===== src/rtl/grf_mp_scoreboard.sv =====
// General register file with two write ports, combinational read ports with
// same-cycle bypass, a per-register pending scoreboard and a write-commit log.
module grf_mp_scoreboard #(
   parameter int DATA_W   = 32,
   parameter int ADDR_W   = 5,
   parameter int NUM_RD   = 2,
   parameter int ZERO_REG = 1
) (
   input  logic                     clk,
   input  logic                     reset,
   input  logic [NUM_RD*ADDR_W-1:0] ra,
   output logic [NUM_RD*DATA_W-1:0] rd,
   output logic [NUM_RD-1:0]        rd_pend,
   input  logic                     we0,
   input  logic [ADDR_W-1:0]        wa0,
   input  logic [DATA_W-1:0]        wd0,
   input  logic [31:0]              pc0,
   input  logic                     we1,
   input  logic [ADDR_W-1:0]        wa1,
   input  logic [DATA_W-1:0]        wd1,
   input  logic [31:0]              pc1,
   input  logic                     rsv,
   input  logic [ADDR_W-1:0]        rsv_a,
   output logic [1:0]               log_v,
   output logic [2*ADDR_W-1:0]      log_a,
   output logic [2*DATA_W-1:0]      log_d,
   output logic [63:0]              log_pc
);

   localparam int DEPTH = 1 << ADDR_W;
   localparam bit ZR    = (ZERO_REG != 0);

   logic [DATA_W-1:0] regs [DEPTH];
   logic [DEPTH-1:0]  pending;

   logic store0, store1, reserve;
   assign store0  = we0 && !(ZR && wa0 == '0);
   assign store1  = we1 && !(ZR && wa1 == '0);
   assign reserve = rsv && !(ZR && rsv_a == '0);

   // Port 0 is written last so it wins a same-address collision.
   always_ff @(posedge clk) begin
      if (!reset) begin
         for (int i = 0; i < DEPTH; i++) regs[i] <= '0;
      end else begin
         if (store1) regs[wa1] <= wd1;
         if (store0) regs[wa0] <= wd0;
      end
   end

   // Clear from the late writeback first, then reserve, so a reserve wins.
   always_ff @(posedge clk) begin
      if (!reset) begin
         pending <= '0;
      end else begin
         if (we1)     pending[wa1]   <= 1'b0;
         if (reserve) pending[rsv_a] <= 1'b1;
      end
   end

   always_ff @(posedge clk) begin
      if (!reset) begin
         log_v  <= '0;
         log_a  <= '0;
         log_d  <= '0;
         log_pc <= '0;
      end else begin
         log_v <= {we1, we0};
         if (we0) begin
            log_a[0 +: ADDR_W]  <= wa0;
            log_d[0 +: DATA_W]  <= wd0;
            log_pc[0 +: 32]     <= pc0;
         end
         if (we1) begin
            log_a[ADDR_W +: ADDR_W] <= wa1;
            log_d[DATA_W +: DATA_W] <= wd1;
            log_pc[32 +: 32]        <= pc1;
         end
      end
   end

   for (genvar k = 0; k < NUM_RD; k++) begin : g_rd
      logic [ADDR_W-1:0] a;
      logic [DATA_W-1:0] d;
      logic              p;

      assign a = ra[k*ADDR_W +: ADDR_W];

      // Later assignments override earlier ones, giving the bypass priority.
      always_comb begin
         d = regs[a];
         p = pending[a];
         if (we1 && wa1 == a) begin
            d = wd1;
            p = 1'b0;
         end
         if (rsv && rsv_a == a) p = 1'b1;
         if (we0 && wa0 == a) d = wd0;
         if (ZR && a == '0) begin
            d = '0;
            p = 1'b0;
         end
      end

      assign rd[k*DATA_W +: DATA_W] = d;
      assign rd_pend[k]             = p;
   end

endmodule


===== config.mk =====
export PLATFORM = sky130hd
export DESIGN_NAME = grf_mp_scoreboard
export DESIGN_NICKNAME = d
export VERILOG_FILES = /design/src/rtl/grf_mp_scoreboard.sv
export SDC_FILE = /design/constraint.sdc
export NUM_CORES = 2
export LEC_CHECK = 0
export ABC_AREA = 1
export CAP_MARGIN = 30
export CORE_ASPECT_RATIO = 1.2
export CORE_MARGIN = 2
export CORE_UTILIZATION = 33
export DETAILED_ROUTE_END_ITERATION = 8
export PLACE_DENSITY = 0.57
export SYNTH_ARGS = -nofsm -noshare
export SYNTH_HDL_FRONTEND = slang
export SYNTH_SLANG_ARGS = --single-unit
export TNS_END_PERCENT = 30

===== constraint.sdc =====
create_clock -name clk -period 3.87 [get_ports clk]
set_input_delay 0.774 -clock clk [delete_from_list [all_inputs] [get_ports clk]]
set_output_delay 0.774 -clock clk [all_outputs]
set_load 0.02 [all_outputs]

# Word-level counts from Yosys, hierarchy flattened
# Memory sizes are Yosys's and may differ from the RTL's.
# Cells that the tools add are included.
dict set report word_totals {
  mem_count 1
  input_bits 158
  ramBits 1024
  register_bits 172
  output_inout_bits 206
}
dict set report classes {
  n_mux 36
  n_bitwise 3
  reduce_logical 21
  n_lt_le_gt_ge 6
  eq_ne 6
}
# memory depth word_bits rd rd_clocked_by_memory_dff write_ports line
set mem_list {}
lappend mem_list {regs 32 32 2 0 32 33} ;# logic [DATA_W-1:0] regs [DEPTH];
# cell count
set op_table {}
lappend op_table {{32-bit two-way mux} 11}
lappend op_table {{32-bit OR reduction} 2}
lappend op_table {{32-bit AND} 1}
lappend op_table {{32-bit NOT} 1}
lappend op_table {{32-bit bitwise OR} 1}
lappend op_table {{5-bit == test} 6}
lappend op_table {{5-bit zero test} 5}
lappend op_table {{5-bit by 6-bit < comparator with 1-bit output (second input constant)} 4}
lappend op_table {{1-bit two-way mux} 19}
lappend op_table {{1-bit logical AND} 11}
lappend op_table {{1-bit binary-select mux with 5-bit select} 2}
lappend op_table {{1-bit demux with 5-bit select} 2}
lappend op_table {{5-bit by 1-bit greater-or-equal comparator with 1-bit output (second input constant)} 2}
lappend op_table {{5-bit two-way mux} 2}
lappend op_table {{1-bit zero test} 3}

# Longest topological paths before layout
dict set report depth {
  depth_word 10
  ltp_mapped 14
}

# Worst setup path before layout
# No wires, ideal clock.
dict set report synth_timing {
  path_kind {input port to flip-flop}
  start {in wa1[2]}
  end {mem regs[12][0] (enable)}
  required_time_ns 3.439
  n_path_buf 2
  path_slack_ns 0.438
  path_stages 6
  arrival_time_ns 3.001
  cell_sequence {buf_2 > inv_2 > nand3_2 > nand2_4 > buf_4 > o211ai_1}
}
# element line
set synth_rtl {}
lappend synth_rtl {{start: declaration} 19} ;# input logic [ADDR_W-1:0] wa1,
lappend synth_rtl {{end: declaration} 33}

# Final worst setup path
dict set report layout_timing {
  start {in ra[0]}
  end {out rd[27]}
}
dict set report layout_between {
  elab_chain_cells 5
  word_cells_on_any_way 9
  classes_between {eq/ne: 2; mux: 3; reduce/logical: 3; memory: 1}
}
# element line
set layout_lines {}
lappend layout_lines {{start: declaration} 11} ;# input logic [NUM_RD*ADDR_W-1:0] ra,
lappend layout_lines {{parallel branches: the longest is 4 deep, another holds memory 32 x 32 bit} n/a}
lappend layout_lines {{32-bit two-way mux *} 99} ;# if (ZR && a == '0) begin
lappend layout_lines {{end: declaration} 12} ;# output logic [NUM_RD*DATA_W-1:0] rd,
# Mark *: on every way between the ends.

==> results.tsv <==
stage	metric	value	unit
place	GP Congestion	0.980	
floorplanning	die area	225000	sq um
cts	Num CTS Buffers	137	
setup_path	CP Data Arrival Time	3.20	ns
sta	worst hold slack	0.312	ns
cts	Skew-Pair Late Insertion Delay	0.81	ns
cts	post-cts hold buffer count	0	
finish	most common cell after layout, fill and taps aside	nand3_1	
finish	commonest cells after routing, fill and taps aside	2,073 x nand3_1, 1,681 x nand2_1, 1,024 x edfxtp_1	
place	PortBufs	363	
setup_path	r2r setup slk	3.03	ns
sta	clk_skew	0	ns
finish	nets@finish	9849	
power_and_ir_drop	LEAKAGE	0.0332	uW
finish	Fillers	22100	
drt	via-per-instance ratio	6.07	
floorplanning	I/O Pins	364	
synthesis	Mapped Area	72900	sq um
finish	share of cells above drive strength 1	0.123	
sta	Tightest Pin Transition	1.09	ns
drt	drt first pass iters	9	
setup_path	Setup crit end kind	output port	
cts	CTS root buf	clkbuf_16	
status	failing checks	DRC, setup timing	
setup_path	critical path type	input port to output port	
floorplanning	FP Rows	189	
sta	Period Utilization, post-route	1.03	
setup_path	critical path fanouts, max	33	
drt	vias	77500	
cts	clk buf depth	3	
cts	TritonCTS clock tree	yes	
synthesis	register area share after synthesis	0.469	
place	DP Wirelength	251000	um
finish	Area Growth Syn to Fin	21.5	%
floorplanning	Initial Util	0.331	
sta	endpoints failing setup	5	
setup_path	Worst Path Required	3.10	ns
synthesis	mean area per synthesized cell	7.74	sq um
sta	final slew viol count	0	
sta	fmax	0.252	GHz
synthesis	Yosys Warn Count	0	
global_routing	pin count of the biggest net entering global routing	75	
synthesis	Cells after Synth	9430	
run	maxcap violations	0	
drt	First DRT Iteration DRCs	11800	
cts	Clk pin slew, worst setup/hold paths	0.06	ns
floorplanning	core box area	220000	sq um
global_routing	global-route wire length before repair	530000	um
synthesis	#FFs+latches synth	1196	
floorplanning	Die H	519	um
drt	drt drc	1	
power_and_ir_drop	VDD IR-drop max	0.438	mV
synthesis	fraction of registers with async set/reset	0	
global_routing	vias in the first global route	72200	
global_routing	Overall Global Routing Usage	0.325	
sta	Slew Limit Headroom	0.272	
drt	routed len/inst	29.6	um
power_and_ir_drop	pwr/cell area	398	nW/um^2
sta	Final Hold Fails	0	
drt	Detailed Route WL	377000	um
min_path	Hold Path Class	input port to flip-flop	
setup_path	critical path startpoint category	input port	
synthesis	count of cell types in the netlist	36	
floorplanning	Die X	433	um
cts	H-tree depth	4	
place	DP Worst Slack	-0.354	ns
cts	CTS Sinks	1196	
global_routing	initial antenna violation count	13	
sta	final worst slack	-0.103	ns
status	outcome	complete, but fails checks	
sta	min Tclk post-route	3.97	ns
synthesis	top_reg_cell synth	edfxtp_1	
synthesis	number of synthesized flops with an enable pin	1024	
drt	final antenna-violating net count	0	
global_routing	grt ovf	0	
sta	RSZ-0062 raised after global routing	yes	
## synthesized netlist by cell type, types with 4 or more instances
master	n	area [sq um]
nand2_1	1710	6420
dfxtp_1	172	3440
o211ai_1	303	2270
nand3b_1	7	52.6
nor3_1	22	110
buf_2	402	2010
o22ai_1	161	1010
nor2_4	8	90.1
o21ai_0	959	4800
inv_2	29	109
clkbuf_1	341	1280
nor2_2	18	113
buf_4	99	743
edfxtp_1	1024	30700
a221oi_1	4	35.0
nor2_1	608	2280
a21oi_1	277	1390
nand4_1	22	138
or2_2	8	50.1
buf_6	43	484
nand3_2	4	40.0
nand3_1	2097	10500
o21ai_1	465	2330
inv_1	485	1820
buf_1	146	548
## final timing paths
| check | start | end | cells past startpoint |
|---|---|---|---|
| max | ra[0] | rd[27] | 12 |
| min | we1 | log_v[1]$_SDFF_PN0_ | 3 |
| max reg2reg | log_d[38]$_SDFFE_PN0P_ | log_d[38]$_SDFFE_PN0P_ | 2 |
| min reg2reg | log_pc[10]$_SDFFE_PN0P_ | log_pc[10]$_SDFFE_PN0P_ | 2 |
## area by class of cell
class	instances	area, sq um	area share
Sequential cell	1196	34200	0.386
Multi-Input combinational cell	6719	32300	0.364
Inverter	515	1990	0.0224
Antenna cell	7	17.5	0.000198
Tap cell	2960	3700	0.0418
Timing Repair Buffer	1122	11900	0.135
Clock inverter	71	697	0.00786
Clock buffer	179	3830	0.0432
## registers in the layout, indices dropped and copies added, names as in the netlist
name and cells:
pending 32, log_a 10, log_pc 64, regs 1024
log_v 2, log_d 64
## timing repair
action	in CTS	in global routing
cloned	1	1
setup endpoints to repair	55	41
buffers inserted	11	3
resized for setup	68	73
pin swaps	5	15
endpoints found under the hold margin	0	0
## per-layer routing
layer	routed length [um]	track usage
met1	136000	0.404
met3	46300	0.0796
met2	165000	0.496
met5	50	0
met4	29500	0.219
## where the power goes
| group | total, uW | internal [uW] | switching, uW |
|---|---|---|---|
| clock network | 13600 | 7740 | 5900 |
| logic | 6490 | 2070 | 4420 |
| registers | 15100 | 14700 | 393 |
| total | 35300 | 24500 | 10700 |
## cells by family (layout without fill, tap and decap cells)
kind of cell | Yosys count | in the layout | synth area share
flops | 1196 | 1196 | 0.469
buf+inv | 1546 | 1887 | 0.0960
compound gates | 2177 | 2177 | 0.163
other cells | 1 | 39 | 0.0000514
simple gates | 4510 | 4510 | 0.272
## per-stage QoR
stage	utilization	cell area [sq um]	total power (uW)	setup TNS, ns	std cells
after CTS	0.400	88200	35000	-0.147	12800
after detailed placement	0.379	83500	21600	-7.48	12500
after global routing	0.402	88600	36100	-0.191	12800
after global placement	0.379	83500	21500	-7.52	12500
after floorplan	-	73100	18300	0	9461
final	0.402	88600	35300	-0.202	12800
## critical path, stage by stage
cell	delay [ns]
buf_16	0.17
inv_8	0.15
buf_4	0.23
buf_12	0.25
nor2_1	0.07
o211ai_1	0.32
nand4_1	0.38
nand2_1	0.17
nand2_1	0.14
a21oi_1	0.21
buf_4	0.14
buf_4	0.13
Note: power is estimated with default switching activity, not from simulation.
